===== src/rtl/fetch_stage.sv =====
// Instruction-fetch stage: PC register, next-PC selection, IF/ID pipeline register
// and a saturating count of instructions accepted into IF/ID.
module fetch_stage #(
    parameter logic [31:0] RESET_PC = 32'h0000_0000,
    parameter int unsigned CNT_W    = 32,
    localparam int unsigned XLEN    = 32
) (
    input  logic             clk,
    input  logic             rst,
    input  logic             StallF,
    input  logic             StallD,
    input  logic             FlushD,
    input  logic             PCSrcE,
    input  logic [XLEN-1:0]  PCTargetE,
    input  logic [XLEN-1:0]  InstrF,
    output logic [XLEN-1:0]  PCF,
    output logic [XLEN-1:0]  PCPlus4F,
    output logic [XLEN-1:0]  InstrD,
    output logic [XLEN-1:0]  PCD,
    output logic [XLEN-1:0]  PCPlus4D,
    output logic             ValidD,
    output logic             MisalignE,
    output logic [CNT_W-1:0] FetchCnt
);

    logic [XLEN-1:0] pc_next;
    logic            capture;
    logic            cnt_full;

    assign PCPlus4F = PCF + XLEN'(4);
    assign capture  = !FlushD && !StallD;
    assign cnt_full = (FetchCnt == {CNT_W{1'b1}});

    // Redirect beats stall; redirect targets are forced to a word boundary
    always_comb begin
        pc_next = PCPlus4F;
        if (PCSrcE) begin
            pc_next = {PCTargetE[XLEN-1:2], 2'b00};
        end else if (StallF) begin
            pc_next = PCF;
        end
    end

    // PC register and misaligned-redirect pulse
    always_ff @(posedge clk) begin
        if (!rst) begin
            PCF       <= RESET_PC;
            MisalignE <= 1'b0;
        end else begin
            PCF       <= pc_next;
            MisalignE <= PCSrcE && (PCTargetE[1:0] != 2'b00);
        end
    end

    // IF/ID register: flush beats stall
    always_ff @(posedge clk) begin
        if (!rst) begin
            InstrD   <= '0;
            PCD      <= '0;
            PCPlus4D <= '0;
            ValidD   <= 1'b0;
        end else if (FlushD) begin
            InstrD   <= '0;
            PCD      <= '0;
            PCPlus4D <= '0;
            ValidD   <= 1'b0;
        end else if (!StallD) begin
            InstrD   <= InstrF;
            PCD      <= PCF;
            PCPlus4D <= PCPlus4F;
            ValidD   <= 1'b1;
        end
    end

    // Accepted-instruction counter, sticks at all-ones
    always_ff @(posedge clk) begin
        if (!rst) begin
            FetchCnt <= '0;
        end else if (capture && !cnt_full) begin
            FetchCnt <= FetchCnt + CNT_W'(1);
        end
    end

endmodule

===== config.mk =====
export PLATFORM = sky130hd
export DESIGN_NAME = fetch_stage
export DESIGN_NICKNAME = d
export VERILOG_FILES = /design/src/rtl/fetch_stage.sv
export SDC_FILE = /design/constraint.sdc
export NUM_CORES = 1
export LEC_CHECK = 0
export CAP_MARGIN = 20
export CELL_PAD_IN_SITES_DETAIL_PLACEMENT = 0
export CELL_PAD_IN_SITES_GLOBAL_PLACEMENT = 1
export CORE_ASPECT_RATIO = 0.6
export CORE_MARGIN = 1
export CORE_UTILIZATION = 35
export CTS_BUF_LIST = sky130_fd_sc_hd__clkbuf_4 sky130_fd_sc_hd__clkbuf_8 sky130_fd_sc_hd__clkbuf_16
export DETAILED_ROUTE_END_ITERATION = 8
export PLACE_DENSITY = 0.9
export SYNTH_ARGS = -nofsm -noshare
export SYNTH_HDL_FRONTEND = slang
export SYNTH_SLANG_ARGS = --single-unit

===== constraint.sdc =====
create_clock -name clk -period 6.6 [get_ports clk]
set_clock_uncertainty 0.05 [all_clocks]
set_input_delay 0.66 -clock clk [delete_from_list [all_inputs] [get_ports clk]]
set_output_delay 0.66 -clock clk [all_outputs]
set_load 0.02 [all_outputs]

# Word-level counts from Yosys, hierarchy flattened
# Index checks and enable logic that the tools add are counted.
# word_totals
register_bits	162
inputBits	70
latchBits	0
memories	0
word_cells	24
out_inout_bits	194
mem_bits_rw	0
rom_bits	0
# op_classes
magnitude_cmp	0
n_eq_ne	2
div_mod_pow	0
n_mul	0
n_shift	0
n_reduce_logical	9
n_addsub	2
bitwise_logic	1
muxes	2
# ops
op	n
2-to-1 mux 32 bit	2
adder 32 x 1 -> 32 bit (second input constant)	1
adder 32 x 3 -> 32 bit (second input constant)	1
== test 32 bit (second input constant)	1
OR reduction 2 bit	2
logical AND 1 bit	3
zero test 1 bit	3
inequality test 2 x 1 -> 1 bit (second input constant)	1
nonzero test 2 bit	1
inverter 1 bit	1

# Depth between registers and ports, before layout
# Gate-level depths: netlist (run 1).
# depth
ltp_word	3
ltp_mapped	8
depth_no_buf	6

# Worst setup path after synthesis (run 1)
# No wires, ideal clock.
# synth_timing
path_kind	register to output
start	reg PCF[2]
end	out PCPlus4F[22]
slack_ps	3697
arrival_ps	2193
path_buffers	1
stages_incl_launch_ff	7
required_ps	5890
cell_sequence	dfxtp_1 ha_1 nand3_2 or3_1 buf_2 nor3_1 xor2_1
# synth_between
elab_chain_len	1
# synth_lines
item	line_no	rtl
from (decl)	16	output logic [XLEN-1:0] PCF,
from (signal assigned)	50	PCF <= pc_next;
adder 32 x 3 -> 32 bit	30	assign PCPlus4F = PCF + XLEN'(4);
to (decl)	17	output logic [XLEN-1:0] PCPlus4F,
# No other way between the ends.

# Worst setup path in the final report (run 1)
# layout_timing
start	reg PCF[10]
end	out PCPlus4F[25]
# The elaborated chain is that of the path after synthesis.

==> impl_metrics.tcl, run 1 <==
set metrics [dict create \
    outcome "completed" \
    rows 40 \
    post-cts-setup-buffers 0 \
    endpoint_kind "output port" \
    number_of_antenna_violations_at_the_first_check_in_global_routing 0 \
    post_synth_inst_count 822 \
    timing.final.crit_share 0.6287 \
    clk-insertion-delay-late_ns 0.43 \
    grt_pass1_wl_um 35830 \
    synth_area_leaders "dfxtp_1, mux2i_1, nor2_1" \
    cp-endpoint "PCPlus4F[25]" \
    stdcell_count 1333 \
    flow.area_growth_from_synthesis_pct 48.15 \
    place.port_buffers 255 \
    first_global_vias 6122 \
    antenna-diode-count 0 \
    yosysSeqAreaShare 0.4377 \
    cts_resized 0 \
    number_of_enable_type_register_cells_in_the_synthesized_netlist 0 \
    cellLeakagePower_nw 3.932 \
    die_area_sq_um 20980 \
    synth_area_leader "dfxtp_1" \
    layout_commonest_cell "clkdlybuf4s50_1" \
    drt_pre_antenna_iters 5 \
    final_hpwl_from_detailed_placement_um 16800 \
    r2r_worst_path_depth 5 \
    min_cycle_time_layout_ns 4.149 \
    gp_congestion 0.8942 \
    cell_area_after_synthesis_sq_um 7136 \
    grt_overflow_total 0 \
    design.portCount 264 \
    r2r-end "PCF[25]" \
    grt_start_max_net_pins 90 \
    worst-slew-pin-transition_ns 1.073 \
    route.detailed.vias_per_inst 4.980 \
    routedWlPerCell_um 17.56 \
    synthFlopType "dfxtp_1" \
    synth_top_cell_area_share 0.4377 \
    worstHoldStart "ValidD" \
    tritoncts.num_buffers 17 \
    htree_num_levels 4 \
    synth.lib_cells_used.distinct 51 \
    dp_cells 1300 \
    start_util 0.3573 \
    crit_path_max_fanout 14 \
    maxSlewViolCount 0 \
    fp.dieW_um 186.3 \
    hold_path.class "flop to flop" \
    setup-violations-final 0 \
    highest_count_cells_in_the_layout_ignoring_fill_and_taps "clkdlybuf4s50_1, dfxtp_1, nor2_1" \
    route.final.wire_length_um 23400 \
    cts_tree "yes" \
    drc 0 \
    setup_tns_ns 0 \
    postPlaceCellArea_sq_um 9832 \
    ys_seq_elements 156 \
    timing.setup.critical_path_class "flop to output port" \
    synthArstFlopShare 0 \
    regToRegStartpoint "PCF[10]" \
    reg2reg_setup_slack_ns 3.95 \
    cap_viol_max_count 0 \
    grt.total_usage 0.2224 \
    timing.critical_path.required_ns 5.89 \
    fp.coreArea_sq_um 19970 \
    finalNetCount 1120 \
    clock_sink_count 156 \
    avgSynthCellArea_sq_um 8.681 \
    clk_pin_slew_worst_paths_ns 0.06 \
    timing_hold_violations_final 0 \
    fmaxAchievable_mhz 241.0 \
    yosys_warnings 0 \
    die-height_um 112.6 \
    layout-drive-gt1-share 0.05283 \
    route.antenna.remaining_nets 0 \
    fin_area_sq_um 10570 \
    dr.first_iter.drc_count 383 \
    power_density_nw_per_um2 234.6 \
    vias 6638 \
    cp-startpoint "PCF[10]" \
    setup_repair_after_global_routing_missed_its_margin "false" \
    crit_path_start_kind "flop" \
    max-clock-path-buffers 2 \
    holdBufCountCts 0 \
    power.ir.vdd_worst_v 0.0001844 \
    headroom_to_the_max_slew_limit 0.2846 \
    clock_tree.root_cell "clkbuf_16" \
    worst_ep_arrival_time_ns 3.44 \
]
-- worst min path at each step --
stage / to / slack (ns) / depth (start not counted)
floorplan: ValidD / 0.47 / 2
global placement: ValidD / 0.38 / 2
detailed placement: ValidD / 0.39 / 2
CTS: ValidD / 0.40 / 2
global route: PCPlus4D[14] / 0.43 / 2
finish: ValidD / 0.40 / 2
-- critical path, stage by stage, from the launching register on --
cell and delay, ns:
dfxtp_1 0.54, and3_1 0.34, nand3_1 0.46, or4_1 0.70, xnor2_1 0.31, clkdlybuf4s50_1 0.66
-- cell usage after synthesis (2+ instances only) --
library cell / count
a2111oi_0: 2
o211a_1: 2
inv_1: 26
nand3_1: 20
nor2_1: 106
buf_1: 3
or4_2: 3
buf_4: 8
a211oi_1: 5
or4_1: 2
nand2_1: 63
nor3_1: 12
ha_1: 2
o21a_1: 17
and3_1: 13
nand3_2: 2
dfxtp_1: 156
o21ai_0: 29
nor4_1: 24
a21oi_1: 59
nand2b_1: 8
or3_1: 7
xnor2_1: 45
mux2i_1: 76
a31oi_1: 4
clkbuf_1: 44
o31ai_1: 2
nand4_1: 18
and2_1: 5
and4_1: 7
xor2_1: 23
nor4_2: 2
buf_2: 9
-- logic make-up (layout without fill, tap and decap cells) --
logic type               after synthesis  count (layout)  synth area share
adder cells (fa/ha/maj)                2               2          0.003506
multiplexers                          76              76            0.1066
flip-flops                           156             156            0.4377
XOR/XNOR                              68              68           0.08346
AO/OA/AOI/OAI                        126             126            0.1035
AND/OR/NAND/NOR                      302             302            0.2101
buffers and inverters                 91             322           0.05471
other                                  1               8         0.0005255
-- final cells by class --
class                      instances  area, sq um
inverter                          26        97.59
timing repair buffer             265         2669
fill                            1836         9398
multi-input combinational        582         3656
clock inverter                    10        210.2
sequential                       156         3123
clock buffer                      21        474.2
tap                              273        341.6
-- metrics by stage --
stage,setup WS (ns),hold WS [ns],power (W),util
after floorplan,3.697,0.4722,0.001187,-
after global placement,3.042,0.3818,0.001347,0.4924
after detailed placement,2.949,0.3867,0.001349,0.4924
after CTS,2.467,0.3965,0.002497,0.5266
after global routing,2.277,0.4340,0.002574,0.5294
final,2.451,0.3967,0.002480,0.5294
-- report_power, final --
group / switching [W] / internal, W / leakage, nW / total (W)
sequential: 0.0000385 / 0.000972 / 1.27 / 0.00101
clock: 0.000404 / 0.000743 / 0.333 / 0.00115
combinational: 0.000167 / 0.000156 / 2.33 / 0.000323
total: 0.000609 / 0.00187 / 3.93 / 0.00248
-- registers in the layout, indices dropped and copies added (netlist names) --
signal,flops
InstrD,32
FetchCnt,32
PCF,30
MisalignE,1
PCD,30
PCPlus4D,30
ValidD,1
-- routing by layer --
layer | vias to the layer above | routed length, um | GRT usage
met5 | - | 0 | 0
met4 | 0 | 395 | 0.07548
met3 | 30 | 1862 | 0.06942
met2 | 247 | 9183 | 0.2905
met1 | 3082 | 11960 | 0.3344
li1 | 3279 | - | -
Power figures use the tool's default switching activity.
==> inputs of run 2 (changes only) <==
- CORE_UTILIZATION: 35 -> 29
- PLACE_DENSITY: 0.9 -> 0.8
- clock period: 6.6 -> 3.8 ns (I/O delays scaled with it)
==> run 2 against run 1 <==
Effect of this change: global-route usage is 2.9 points lower; die area is 20% higher; clock power is 67% higher; flip-flop and latch count stayed put; via count is 1.1% higher; wire length is 6.5% higher; count of clock-buffer cells in the layout is 2 lower; critical path depth is 2 higher; sequential share of layout area is 0.35 points lower.
==> impl_metrics.tcl, run 2 (synthesis gave the netlist of run 1 again) <==
set metrics [dict create \
    fmaxAchievable_mhz 275.5 \
    cap_viol_max_count 0 \
    vias 6709 \
    grt_pass1_wl_um 36480 \
    maxSlewViolCount 0 \
    power_switching_w 0.001095 \
    headroom_to_the_max_slew_limit 0.4826 \
    htree_num_levels 4 \
    holdBufCountCts 0 \
    final_hpwl_from_detailed_placement_um 18390 \
    setup-violations-final 0 \
    clk_pin_slew_worst_paths_ns 0.06 \
    worstHoldPathCells 2 \
    die-height_um 123.5 \
    clock_tree.root_cell "clkbuf_16" \
    clock_sink_count 156 \
    route.final.wire_length_um 24910 \
    first_global_vias 6038 \
    worst_hold_path.endpoint "PCPlus4D[14]" \
    power_frac_seq 0.410 \
    comb_power_share 0.138 \
    cts_tree "yes" \
    pre_cts_ws_ns 0.5877 \
    internal_power_w 0.003150 \
    fp.coreArea_sq_um 24170 \
    start_util 0.2952 \
    setup_repair_after_global_routing_missed_its_margin "false" \
    worst_ep_arrival_time_ns 3.20 \
    power.ir.vdd_worst_v 0.0003027 \
    netSwitchingFraction 0.2579 \
    regToRegStartpoint "FetchCnt[1]" \
    crit_path_max_fanout 10 \
    grt.total_usage 0.1939 \
    r2r_worst_path_depth 5 \
    flow.area_growth_from_synthesis_pct 49.92 \
    max-clock-path-buffers 2 \
    power_density_nw_per_um2 396.9 \
    timing.critical_path.required_ns 3.37 \
    clockPowerShare 0.452 \
    cts_resized 0 \
    tritoncts.num_buffers 17 \
    finalNetCount 1133 \
    highest_count_cells_in_the_layout_ignoring_fill_and_taps "clkdlybuf4s50_1, dfxtp_1, nor2_1" \
    place.port_buffers 255 \
    fp.dieW_um 204.5 \
    worstHoldStart "PCPlus4D[14]" \
    timing.final.crit_share 0.9553 \
    layout-drive-gt1-share 0.06890 \
    routedWlPerCell_um 17.83 \
    drc 0 \
    outcome "completed" \
    hold_path.class "flop to flop" \
    route.detailed.vias_per_inst 4.802 \
    number_of_antenna_violations_at_the_first_check_in_global_routing 1 \
    clk-insertion-delay-late_ns 0.43 \
    crit_path_start_kind "flop" \
    grt_start_max_net_pins 64 \
    dr.first_iter.drc_count 512 \
    grt_overflow_total 0 \
    drt_pre_antenna_iters 5 \
    layout_commonest_cell "clkdlybuf4s50_1" \
    design.portCount 264 \
    timing_hold_violations_final 0 \
    largestRegisters "FetchCnt x32, InstrD x32" \
    gp_congestion 0.8718 \
    setup_tns_ns 0 \
    timing.setup.critical_path_class "flop to output port" \
    rows 44 \
    die_area_sq_um 25260 \
    route.antenna.remaining_nets 0 \
    worst-slew-pin-transition_ns 0.7761 \
    reg2reg_setup_slack_ns 1.28 \
    r2r-end "FetchCnt[12]" \
    cellLeakagePower_nw 3.973 \
    timing.final.ws_setup_ns 0.1700 \
    endpoint_kind "output port" \
    post-cts-setup-buffers 0 \
    min_cycle_time_layout_ns 3.630 \
]
==> run 2: per-layer routing <==
layer / share of wire / GRT usage / routed length [um]
met5: 0 / 0 / 0
met4: 0.012 / 0.05784 / 310
met3: 0.086 / 0.06563 / 2148
met2: 0.39 / 0.2519 / 9760
met1: 0.51 / 0.2912 / 12690
==> run 2: power groups by stage <==
stage / registers [W] / clock network (W) / logic (W)
2_1_floorplan: 0.00183 / 0 / 0.000235
3_3_place_gp: 0.00177 / 0 / 0.000586
3_5_place_dp: 0.00178 / 0 / 0.000587
4_1_cts: 0.00174 / 0.00197 / 0.000590
5_1_grt: 0.00175 / 0.00203 / 0.000628
6_report: 0.00174 / 0.00192 / 0.000586
==> run 2: worst max path at each step <==
| stage | start | to | slack [ns] |
|---|---|---|---|
| 6_report | PCF[2] | PCPlus4F[20] | 0.17 |
| 3_5_place_dp | PCF[2] | PCPlus4F[20] | 0.59 |
| 3_3_place_gp | PCF[2] | PCPlus4F[26] | 0.64 |
| 2_1_floorplan | PCF[2] | PCPlus4F[22] | 1.18 |
| 5_1_grt | PCF[18] | PCPlus4F[27] | 0.02 |
| 4_1_cts | PCF[2] | PCPlus4F[20] | 0.1 |
==> run 2: worst max-delay path, cell delays in order (launching register included) <==
cell,delay (ns)
dfxtp_1,0.43
ha_1,0.26
nand3_2,0.21
or3_4,0.49
buf_4,0.20
nor3_1,0.28
xor2_1,0.24
clkdlybuf4s50_1,0.66
==> run 2: metrics by stage <==
| stage | instances | hold WS, ns | utilization | total power (W) | cell area (sq um) |
|---|---|---|---|---|---|
| 2_1_floorplan | 829 | 0.4678 | - | 0.002062 | 7162 |
| 3_3_place_gp | 1363 | 0.3844 | 0.4142 | 0.002360 | 10010 |
| 3_5_place_dp | 1364 | 0.4050 | 0.4148 | 0.002364 | 10030 |
| 4_1_cts | 1396 | 0.3991 | 0.4418 | 0.004297 | 10680 |
| 5_1_grt | 1396 | 0.4295 | 0.4425 | 0.004405 | 10700 |
| 6_report | 1397 | 0.4129 | 0.4426 | 0.004245 | 10700 |
==> run 2: cell type report <==
class | instances | area (sq um)
clock buffers | 19 | 440.4
well taps | 322 | 402.9
inverters | 26 | 97.59
diodes | 1 | 2.502
clock inverters | 13 | 210.2
fillers | 2371 | 13470
multi-input cells | 582 | 3675
repair buffers | 278 | 2746
flip-flops and latches | 156 | 3123
==> inputs of run 3 (changes only) <==
- PLACE_DENSITY: 0.8 -> not set
- PLACE_DENSITY_LB_ADDON: not set -> 0.1
==> run 3 against run 2 <==
Effect of this change: design area is 0.34% lower; count of clock-buffer cells in the layout is 2 higher; critical path type unchanged; flip-flop and latch count stayed put; via count is 0.49% lower; wire length is 1.8% higher; combinational power is 1% higher; non-clock buffer count is 3 higher; clock power is 17% lower; utilization is 0.15 points lower; final cell count is 0.14% higher; worst hold slack worse by 0.016 ns.
==> impl_metrics.tcl, run 3 (synthesis gave the netlist of run 1 again) <==
set metrics [dict create \
    first_global_vias 6060 \
    design.portCount 264 \
    antenna-diode-count 0 \
    die-height_um 123.5 \
    crit_path_max_fanout 9 \
    layout-drive-gt1-share 0.06964 \
    clock_sink_count 156 \
    pre_cts_ws_ns 0.4889 \
    timing_hold_violations_final 0 \
    grt.total_usage 0.2006 \
    routedWlPerCell_um 18.14 \
    worst_hold_path.endpoint "ValidD" \
    r2r-end "PCF[24]" \
    slowest_delay_ns 0.65 \
    dr.first_iter.drc_count 409 \
    setup-violations-final 0 \
    min_cycle_time_layout_ns 3.607 \
    timing.critical_path.required_ns 3.37 \
    grt_start_max_net_pins 57 \
    crit_path_start_kind "flop" \
    htree_num_levels 4 \
    clock_tree.root_cell "clkbuf_16" \
    route.detailed.vias_per_inst 4.772 \
    reg2reg_setup_slack_ns 1.18 \
    worst_ep_arrival_time_ns 3.18 \
    cts_tree "yes" \
    post-cts-setup-buffers 0 \
    place.port_buffers 255 \
    final_hpwl_from_detailed_placement_um 18580 \
    layout_commonest_cell "clkdlybuf4s50_1" \
    tritoncts.num_buffers 17 \
    worstHoldStart "ValidD" \
    worstPathCellList "and4_1 -> nand3_2 -> or4_1 -> xnor2_1 -> clkdlybuf4s50_1" \
    outcome "completed" \
    largestRegisters "FetchCnt x32, InstrD x32" \
    cellLeakagePower_nw 4.044 \
    maxSlewViolCount 0 \
    timing.setup.critical_path_class "flop to output port" \
    timing.final.ws_setup_ns 0.1929 \
    critical-path-slowest-cell "or4_1" \
    finalNetCount 1136 \
    clk-insertion-delay-late_ns 0.44 \
    cts_resized 0 \
    setup_repair_after_global_routing_missed_its_margin "false" \
    drt_pre_antenna_iters 5 \
    vias 6676 \
    flow.area_growth_from_synthesis_pct 49.41 \
    highest_count_cells_in_the_layout_ignoring_fill_and_taps "clkdlybuf4s50_1, dfxtp_1, nor2_1" \
    cap_viol_max_count 0 \
    route.antenna.remaining_nets 0 \
    headroom_to_the_max_slew_limit 0.3532 \
    endpoint_kind "output port" \
    route.final.wire_length_um 25370 \
    power.ir.vdd_worst_v 0.0003156 \
    fp.coreArea_sq_um 24170 \
    clk_pin_slew_worst_paths_ns 0.06 \
    holdBufCountCts 0 \
    power_density_nw_per_um2 369.0 \
    regToRegStartpoint "PCF[2]" \
    fp.dieW_um 204.5 \
    drc 0 \
    fillCellCount 2418 \
    rows 44 \
    grt_pass1_wl_um 37890 \
    grt_overflow_total 0 \
    r2r_worst_path_depth 7 \
    number_of_antenna_violations_at_the_first_check_in_global_routing 1 \
    hold_path.class "flop to flop" \
    max-clock-path-buffers 2 \
    cp_top_family "simple AND/OR/NAND/NOR gates" \
    timing.final.crit_share 0.9492 \
    fmaxAchievable_mhz 277.2 \
    worst-slew-pin-transition_ns 0.9630 \
    die_area_sq_um 25260 \
    setup_tns_ns 0 \
    start_util 0.2952 \
    worstHoldPathCells 2 \
    gp_congestion 0.8138 \
    critical_path_buf_inv_count 1 \
]
==> run 3: cell count changes in the layout (fill, tap and decap cells not counted), sizes merged <==
| cell | delta |
|---|---|
| buf | +3 |
| diode | -1 |
| inv | -4 |
| dlymetal6s2s | +6 |
| clkinv | +3 |
| clkdlybuf4s50 | -6 |
| clkinvlp | +4 |
| clkbuf | +2 |
| bufinv | -5 |
==> run 3: power by group <==
group | leakage (nW) | internal, W | total (W) | switching (W)
sequential | 1.27 | 0.00169 | 0.00174 | 0.0000493
combinational | 2.52 | 0.000283 | 0.000593 | 0.000311
clock | 0.256 | 0.000887 | 0.00160 | 0.000717
==> run 3: worst max-delay path by stage <==
stage | from | end | slack, ns | cells past startpoint
finish | PCF[5] | PCPlus4F[25] | 0.19 | 5
global route | PCF[5] | PCPlus4F[25] | 0.02 | 5
CTS | PCF[2] | PCPlus4F[24] | 0.005 | 7
detailed placement | PCF[2] | PCPlus4F[24] | 0.49 | 7
global placement | PCF[2] | PCPlus4F[24] | 0.60 | 7
floorplan | PCF[2] | PCPlus4F[22] | 1.18 | 6
==> run 3: area by class of cell <==
cell class,count,area [sq um],area share
multi-input cells,582,3677,0.3449
flip-flops and latches,156,3123,0.2929
repair buffers,281,2816,0.2642
clock buffers,21,474.2,0.04448
well taps,322,402.9,0.03779
inverters,26,97.59,0.009154
clock inverters,11,70.07,0.006572
==> run 3: through the flow <==
stage | cells | hold WS (ns) | utilization | cell area (sq um) | total power [W]
final | 1399 | 0.3974 | 0.4411 | 10660 | 0.003934
after global routing | 1399 | 0.4138 | 0.4411 | 10660 | 0.004116
after CTS | 1398 | 0.3901 | 0.4389 | 10610 | 0.003996
after detailed placement | 1366 | 0.3892 | 0.4163 | 10060 | 0.002368
after global placement | 1365 | 0.3847 | 0.4152 | 10030 | 0.002365
after floorplan | 829 | 0.4678 | - | 7162 | 0.002062
==> run 3: per-layer routing <==
layer / track usage / vias to the layer above / wire [um]
li1: - / 3306 / -
met1: 0.3164 / 3167 / 13650
met2: 0.2525 / 186 / 9843
met3: 0.05667 / 15 / 1668
met4: 0.05457 / 2 / 198
met5: 0 / - / 13
==> run 3: tightest hold or removal path, stage by stage (launching register included) <==
cell and delay (ns):
dfxtp_1 0.31, inv_1 0.05, a21oi_1 0.05
